File: config.mk
export PLATFORM = sky130hd
export DESIGN_NAME = inst_prefetch_queue
export DESIGN_NICKNAME = d
export VERILOG_FILES = /design/src/rtl/cpu_pkg.sv /design/src/rtl/ipq_fifo.sv /design/src/rtl/inst_prefetch_queue.sv
export SDC_FILE = /design/constraint.sdc
export NUM_CORES = 1
export LEC_CHECK = 0
export ABC_AREA = 1
export BUFFER_PORTS_ARGS = -buffer_cell sky130_fd_sc_hd__buf_2
export CAP_MARGIN = 25
export CORE_ASPECT_RATIO = 1.75
export CORE_MARGIN = 2
export CORE_UTILIZATION = 41
export DETAILED_ROUTE_END_ITERATION = 8
export GPL_ROUTABILITY_DRIVEN = 1
export PLACE_DENSITY_LB_ADDON = 0.1
export REMOVE_ABC_BUFFERS = 1
export SKIP_LAST_GASP = 1
export SYNTH_ARGS = -nofsm -noshare
export SYNTH_HDL_FRONTEND = slang
export SYNTH_SLANG_ARGS = --single-unit
File: constraint.sdc
create_clock -name clk -period 4.96 [get_ports clk]
set_input_delay 0.496 -clock clk [delete_from_list [all_inputs] [get_ports clk]]
set_output_delay 0.496 -clock clk [all_outputs]
set_load 0.02 [all_outputs]
File: src/rtl/cpu_pkg.sv
// Shared fetch front-end types: prefetch FSM states, queue entry, depth.
// Imported by the prefetch queue and its storage.
package cpu_pkg;

  localparam int IPQ_DEPTH = 4;

  typedef enum logic [1:0] {
    ST_IDLE    = 2'd0,
    ST_REQ     = 2'd1,
    ST_DISCARD = 2'd2
  } ipq_state_e;

  typedef struct packed {
    logic [31:0] pc;
    logic [31:0] inst;
  } ipq_entry_t;

  function automatic logic [31:0] word_align(input logic [31:0] a);
    return {a[31:2], 2'b00};
  endfunction

endpackage

File: src/rtl/ipq_fifo.sv
// Prefetch queue storage: entry array, wrapping pointers, occupancy count.
// Flush dominates push and pop.
module ipq_fifo
  import cpu_pkg::*;
#(
  parameter int DEPTH = IPQ_DEPTH
) (
  input  logic                   clk,
  input  logic                   clrn,
  input  logic                   flush,
  input  logic                   push,
  input  logic                   pop,
  input  logic [31:0]            wr_pc,
  input  logic [31:0]            wr_inst,
  output logic [31:0]            rd_pc,
  output logic [31:0]            rd_inst,
  output logic [$clog2(DEPTH):0] count
);

  localparam int AW = $clog2(DEPTH);
  localparam logic [AW-1:0] PTR_ONE = 1;
  localparam logic [AW:0]   CNT_ONE = 1;

  ipq_entry_t    mem_q [DEPTH];
  logic [AW-1:0] wptr_q, wptr_d;
  logic [AW-1:0] rptr_q, rptr_d;
  logic [AW:0]   cnt_q, cnt_d;
  logic          do_push;
  logic          do_pop;

  assign do_push = push & ~flush;
  assign do_pop  = pop & ~flush & (cnt_q != '0);

  always_comb begin
    wptr_d = wptr_q;
    rptr_d = rptr_q;
    cnt_d  = cnt_q;
    if (flush) begin
      wptr_d = '0;
      rptr_d = '0;
      cnt_d  = '0;
    end else begin
      if (do_push) wptr_d = wptr_q + PTR_ONE;
      if (do_pop)  rptr_d = rptr_q + PTR_ONE;
      unique case ({do_push, do_pop})
        2'b10:   cnt_d = cnt_q + CNT_ONE;
        2'b01:   cnt_d = cnt_q - CNT_ONE;
        default: cnt_d = cnt_q;
      endcase
    end
  end

  always_ff @(posedge clk or negedge clrn) begin
    if (!clrn) begin
      wptr_q <= '0;
      rptr_q <= '0;
      cnt_q  <= '0;
    end else begin
      wptr_q <= wptr_d;
      rptr_q <= rptr_d;
      cnt_q  <= cnt_d;
    end
  end

  // Payload needs no reset; the top gates it with the valid flag.
  always_ff @(posedge clk) begin
    if (do_push) mem_q[wptr_q] <= {wr_pc, wr_inst};
  end

  assign rd_pc   = mem_q[rptr_q].pc;
  assign rd_inst = mem_q[rptr_q].inst;
  assign count   = cnt_q;

endmodule

File: src/rtl/inst_prefetch_queue.sv
// Instruction prefetch queue: one-outstanding fetch FSM feeding a small
// FIFO towards decode, with redirect flush and stale-ack discard.
module inst_prefetch_queue
  import cpu_pkg::*;
#(
  parameter int          DEPTH    = IPQ_DEPTH,
  parameter logic [31:0] RESET_PC = 32'h0000_0000
) (
  input  logic                   clk,
  input  logic                   clrn,
  output logic                   imem_req,
  output logic [31:0]            imem_addr,
  input  logic                   imem_ack,
  input  logic [31:0]            imem_data,
  input  logic                   redirect,
  input  logic [31:0]            redirect_pc,
  output logic                   id_valid,
  output logic [31:0]            id_inst,
  output logic [31:0]            id_pc,
  output logic [31:0]            id_pc4,
  input  logic                   id_ready,
  output logic [$clog2(DEPTH):0] count
);

  localparam int CW = $clog2(DEPTH) + 1;
  localparam logic [CW-1:0] DEPTH_C = CW'(DEPTH);

  ipq_state_e    state_q, state_d;
  logic [31:0]   fpc_q, fpc_d;
  logic [31:0]   pend_q, pend_d;
  logic          push;
  logic          pop;
  logic [CW-1:0] cnt;
  logic [31:0]   head_pc;
  logic [31:0]   head_inst;

  always_comb begin
    state_d = state_q;
    fpc_d   = fpc_q;
    pend_d  = pend_q;
    push    = 1'b0;
    unique case (state_q)
      ST_IDLE: begin
        if (redirect) begin
          fpc_d = word_align(redirect_pc);
        end else if (cnt < DEPTH_C) begin
          state_d = ST_REQ;
        end
      end
      ST_REQ: begin
        if (redirect) begin
          if (imem_ack) begin
            fpc_d   = word_align(redirect_pc);
            state_d = ST_IDLE;
          end else begin
            pend_d  = word_align(redirect_pc);
            state_d = ST_DISCARD;
          end
        end else if (imem_ack) begin
          push    = 1'b1;
          fpc_d   = fpc_q + 32'd4;
          state_d = ST_IDLE;
        end
      end
      // Stale address stays on the bus until its ack is swallowed.
      ST_DISCARD: begin
        if (imem_ack) begin
          fpc_d   = redirect ? word_align(redirect_pc) : pend_q;
          state_d = ST_IDLE;
        end else if (redirect) begin
          pend_d = word_align(redirect_pc);
        end
      end
      default: state_d = ST_IDLE;
    endcase
  end

  always_ff @(posedge clk or negedge clrn) begin
    if (!clrn) begin
      state_q <= ST_IDLE;
      fpc_q   <= RESET_PC;
      pend_q  <= '0;
    end else begin
      state_q <= state_d;
      fpc_q   <= fpc_d;
      pend_q  <= pend_d;
    end
  end

  assign pop = id_valid & id_ready;

  ipq_fifo #(
    .DEPTH(DEPTH)
  ) u_fifo (
    .clk    (clk),
    .clrn   (clrn),
    .flush  (redirect),
    .push   (push),
    .pop    (pop),
    .wr_pc  (fpc_q),
    .wr_inst(imem_data),
    .rd_pc  (head_pc),
    .rd_inst(head_inst),
    .count  (cnt)
  );

  assign imem_req  = (state_q != ST_IDLE);
  assign imem_addr = {fpc_q[31:2], 2'b00};
  assign count     = cnt;
  assign id_valid  = (cnt != '0);
  assign id_inst   = id_valid ? head_inst : '0;
  assign id_pc     = id_valid ? head_pc : '0;
  assign id_pc4    = id_valid ? head_pc + 32'd4 : '0;

endmodule
Yosys cells after proc, flatten, opt, wreduce, memory -nomap -nowiden
Memory sizes are Yosys's and may differ from the RTL's.
Index checks and enable logic that the tools add are counted.

storage, ports and cells
  register bits after elaboration = 73
  RAM bits = 256
  output and inout bits = 133
  memories kept = 1

memories
  memory        words  width  read ports  clocked after memory_dff  write ports  line            source
  u_fifo.mem_q  4      64     1           0                         1            ipq_fifo.sv:24  ipq_entry_t mem_q [DEPTH];

operators by class
  $add $sub $neg = 6
  order comparisons = 1
  eq/ne operators = 12
  muxes and demuxes = 31
  bitwise gates (word level) = 5
  reduce and logical (&&, ||, !) cells = 11

operator list
  operator                 number
  $mux W32                 12
  $pmux W32 S3             1
  $add A32 B3 Y32 const B  2
  $pmux W32 S2             1
  $mux W2                  9
  $ne A2 B2 Y1 const B     8
  $reduce_bool A3 Y1       3
  $reduce_and A4 Y1        2
  $reduce_bool A2 Y1       4
  $pmux W2 S3              1
  $pmux W3 S2              1
  $mux W1                  5
  $add A2 B1 Y2 const B    2
  $and A1 B1 Y1            4
  $eq A2 B1 Y1 const B     2
  $eq A2 B2 Y1 const B     2
  $add A3 B1 Y3 const B    1
  $lt A3 B3 Y1 const B     1
  $mux W3                  1
  $sub A3 B1 Y3 const B    1
  $logic_not A2 Y1         1
  $reduce_and A2 Y1        1
  $not A1 Y1               1

Longest topological paths before layout
  word-level depth = 7
  gate-level depth with buffers = 16
  gate-level depth less buffers = 14

Cells and area by module
A second synthesis with hierarchy kept.

second synthesis, totals
  cells, all modules = 1,611
  area, all modules = 15,711.3 sq um

modules (own cells, without submodules)
  module               times used  cells an instance  area an instance (sq um)  seq. area each (sq um)
  ipq_fifo             1           684                9,942.0                   7,862.5
  inst_prefetch_queue  1           927                5,769.3                   1,651.6

Worst setup path before layout
OpenSTA, ideal clock, no wires.

  path kind = register -> register
  start point = register state_q[1]
  end point = memory u_fifo.mem_q[0][0] in the netlist's numbering (enable)
  arrival = 3.917 ns
  path slack = 0.557 ns
  stages on the path, launching flop included = 8
  buffers on the path = 1
  period minus slack after synthesis = 4.403 ns
  cells stage by stage = dfrtp_1 inv_1 ha_1 buf_2 nand2_1 nor2_1 inv_1 nor2_1

between the ends
  longest elaborated chain between the ends = 5

RTL lines
  item                           line                       source
  start, declared                inst_prefetch_queue.sv:28  ipq_state_e state_q, state_d;
  start signal, assigned         inst_prefetch_queue.sv:84  state_q <= state_d;
  $eq A2 B1 Y1                   inst_prefetch_queue.sv:42  unique case (state_q)
  $mux W1                        inst_prefetch_queue.sv:42
  $and A1 B1 Y1                  ipq_fifo.sv:31             assign do_push = push & ~flush;
  $mux W1                        ipq_fifo.sv:67             if (do_push) mem_q[wptr_q] <= {wr_pc, wr_inst};
  $mux W1 (not written as such)  ipq_fifo.sv:67
  end, declared                  ipq_fifo.sv:24

No other way between the ends.

Worst setup path after layout
  start point = register u_fifo.rptr_q[0]
  end point = output id_pc4[28]

between the ends
  longest elaborated chain between the ends = 3

RTL lines
  item                    line                        source
  start, declared         ipq_fifo.sv:26              logic [AW-1:0] rptr_q, rptr_d;
  start signal, assigned  ipq_fifo.sv:60              rptr_q <= rptr_d;
  $mem_v2 Z4 W64          --
  $add A32 B3 Y32         inst_prefetch_queue.sv:113  assign id_pc4 = id_valid ? head_pc + 32'd4 : '0;
  $mux W32                inst_prefetch_queue.sv:113
  end, declared           inst_prefetch_queue.sv:20   output logic [31:0] id_pc4,

No other way between the ends.

==> results by group <==
Outcome
  – Status: completed

Global routing
  – Largest net degree at the start of global routing: 132
  – Vias in the first global route: 12900
  – Tot GR Track Use: 22.2%
  – First-pass GRT wire length: 71500 um
  – Initial antenna violation count: 0
  – Grt ovf: 0

Floorplan
  – Horiz. Die Dim: 156 um
  – Ports: 202
  – Die Span Y: 269 um
  – Rows: 97
  – Core ar.: 0.0399 mm^2
  – Die ar.: 0.0420 mm^2
  – Initial Util: 41.4%

Logic synthesis
  – Post-synthesis mux area share: 0.409%
  – Synth warn: 0
  – Post-synth top flop: edfxtp_1
  – Cell Area, Synth: 0.0165 mm^2
  – Mapped Avg Cell Area: 8.70 um^2
  – Post-synthesis cell count: 1898
  – Top cells by count, synth: 602 x nand2_1, 322 x nor2_1, 256 x edfxtp_1
  – Post-Synth Simple-Gate Area: 25.2%
  – Synthesis-stage register bit count: 329
  – Count leader, synth: nand2_1
  – Largest family of logic cells by synthesized area: simple AND/OR/NAND/NOR gates
  – Post-Synth XOR/XNOR Area: 0.690%
  – Area leader, netlist: edfxtp_1
  – Post-synth EDFFs: 256
  – Synth top area share: 46.6%
  – Async set or reset register ratio after synthesis: 22.2%
  – Adder-Cell Fraction of Synth Area: 0.879%
  – Sequential share of the synthesized area: 57.6%
  – Area contributors post-synth: edfxtp_1 47%, nand2_1 14%, dfrtp_1 11%
  – Synth Area in Compound Gates: 8.28%
  – Distinct cells, synth: 44

Power
  – Tot Pwr: 11.2 mW
  – VDD IR max: 0.000385 V
  – Leak: 8.15 nW
  – Power per cell area: 589 mW/mm^2

Place
  – # port buffers: 197
  – DP HPWL: 31100 um
  – Pre-CTS setup slack: 1340 ps
  – Placer Congestion: 0.935

Worst setup path
  – Worst path arrival time: 3810 ps
  – Critical path type: flop to output pin
  – Reg2reg path depth: 7
  – Startpoint Class: flop
  – Worst path top cell family by delay: simple AND/OR/NAND/NOR gates
  – Cells along the critical path: inv_8, nor2_1, nor2_1, o21ai_0, nand2_1, ha_1, inv_1, nor2_1, nand2_1, nand2_1, nand2_1, nor2_1, buf_2
  – CP endpoint kind: output pin
  – Reg2Reg Launch Point: state_q[1]
  – Peak fanout along the critical path: 131
  – CP bufs+invs: 3
  – Critical Path Max Stage Delay: 510 ps
  – Worst reg2reg path endpoint: u_fifo.mem_q[1][11]
  – Stages on worst setup path: 13
  – Worst R2R Setup Slack: 1820 ps
  – Worst Path Required: 4460 ps
  – CP max-delay cell: dfrtp_4

Flow run
  – Max_cap viols: 0

Clocking
  – CTS root buffer: clkbuf_16
  – Post-CTS Setup Inserts: 0
  – CTS sink cnt: 329
  – CTS Buf Count: 34
  – Worst skew pair latency: 520 ps
  – Worst-path clk slew: 60 ps
  – CTS tree: done
  – H-tree depth: 2
  – Clock Path Buffers: 3

Route
  – Overall routed net length: 47100 um
  – DR vias: 13100
  – Number of nets with antenna violations after routing: 0
  – Initial DRT Pass Iterations: 5
  – DR vias/cell: 5.11
  – Remaining DRCs: 0
  – DR WL/cell: 18.4 um
  – Initial DRC Count: 683

Timing
  – Final worst path period need: 4310 ps
  – Slew Viols, Final: 0
  – RSZ-0062 raised after global routing: no
  – Measured slew at the worst slew-check pin: 1010 ps
  – Hold Fails Final Rpt: 0
  – Relative slew slack: 32.4%
  – Tcrit/Tclk final: 86.8%
  – Final WS setup: 653 ps
  – Final-report setup violation count: 0
  – Clock skew: 9.54 ps
  – Fin Setup TNS: 0 ps
  – FMAX: 232 MHz

Min path
  – Hold Crit Start: imem_data[21]
  – Hold Crit Class: primary input to flop
  – Hold Path End: u_fifo.mem_q[0][21]
  – WHS Path Cells: 1

Cells and area
  – Filler cell count: 3850
  – Nets: 2119
  – Synthesis-to-layout area growth: 14.6%
  – Share of layout cells above drive strength 1: 14.8%
state kept, by name, indices dropped and copies added (netlist names):
name / flops
u_fifo.rptr_q: 2
pend_q: 32
u_fifo.wptr_q: 2
u_fifo.count: 3
fpc_q: 32
state_q: 2
u_fifo.mem_q: 256
per-layer routing:
| metal | GRT usage [%] | vias to the layer above | routed length [um] |
|---|---|---|---|
| li1 | - | 6488 | - |
| met3 | 3.31 | 91 | 2090 |
| met2 | 41.2 | 330 | 24800 |
| met1 | 24.4 | 6168 | 17900 |
| met4 | 10.7 | 0 | 2280 |
| met5 | 0 | - | 0 |
how the worst max path moves through the flow:
| stage | start | endpoint | slack [ps] |
|---|---|---|---|
| after floorplan | u_fifo.rptr_q[0] | id_pc4[10] | 30 |
| after global placement | u_fifo.rptr_q[0] | id_pc4[16] | 1370 |
| after detailed placement | u_fifo.rptr_q[0] | id_pc4[30] | 1340 |
| after CTS | u_fifo.rptr_q[0] | id_pc4[28] | 780 |
| after global routing | u_fifo.rptr_q[0] | id_pc4[16] | 560 |
| final | u_fifo.rptr_q[0] | id_pc4[28] | 650 |
worst register-to-register path, cell delays in order (launching register included):
cell,delay [ps]
dfrtp_1,400
inv_1,110
ha_1,620
nand2_1,150
nor2_1,320
inv_1,270
nor2_4,620
buf_12,290
cell type report:
| class | count | area [um^2] | area share (%) |
|---|---|---|---|
| flip-flops and latches | 329 | 9520 | 50.3 |
| multi-input cells | 1332 | 5900 | 31.2 |
| clock buffers | 42 | 912 | 4.82 |
| repair buffers | 221 | 1270 | 6.72 |
| diodes | 1 | 2.50 | 0.0132 |
| well taps | 495 | 619 | 3.27 |
| inverters | 121 | 463 | 2.45 |
| clock inverters | 19 | 240 | 1.27 |
power breakdown:
group	total (mW)	internal, mW	switching (mW)
registers	3.96	3.50	0.464
clock network	2.64	1.58	1.06
logic	4.55	1.32	3.23
total	11.2	6.40	4.76
cell families (layout without fill, tap and decap cells):
kind of cell / after synthesis / in the layout
AND/OR/NAND/NOR: 1050 / 1050
flip-flops: 329 / 329
AO/OA/AOI/OAI: 250 / 250
buffers and inverters: 238 / 403
XOR/XNOR: 13 / 13
adder cells (fa/ha/maj): 11 / 11
multiplexers: 6 / 6
other: 1 / 3
through the flow:
stage / utilization, % / hold slack (ps) / instance area [um^2] / instances
3_3_place_gp: 44.5 / 451 / 17800 / 2497
6_report: 47.4 / 191 / 18900 / 2560
3_5_place_dp: 44.5 / 453 / 17800 / 2497
4_1_cts: 47.4 / 168 / 18900 / 2559
5_1_grt: 47.4 / 176 / 18900 / 2559
2_1_floorplan: - / 200 / 15800 / 1782
cells in the final DEF, fill, tap and decap left out, types with 2 or more instances in the layout:
master / count
a211oi_1: 13
a21oi_1: 80
a221oi_1: 6
a22oi_1: 6
and2_1: 2
buf_12: 8
buf_2: 196
buf_4: 16
bufinv_16: 5
clkbuf_1: 6
clkbuf_16: 35
clkinv_1: 2
clkinv_2: 6
clkinv_4: 3
clkinvlp_4: 3
conb_1: 2
dfrtp_1: 71
edfxtp_1: 256
ha_1: 10
inv_1: 118
mux2_2: 6
nand2_1: 602
nand2_2: 7
nand3_1: 89
nand3b_1: 6
nand4_1: 10
nor2_1: 318
nor2_2: 7
nor2_4: 6
nor3_1: 2
o2111ai_1: 4
o211ai_1: 3
o21ai_0: 128
o22ai_1: 2
xor2_1: 12
timing repair:
action	in CTS	in global routing
hold buffers	1	0
hold endpoints to repair	28	0
resized for setup	0	0
Power figures use the tool's default switching activity.
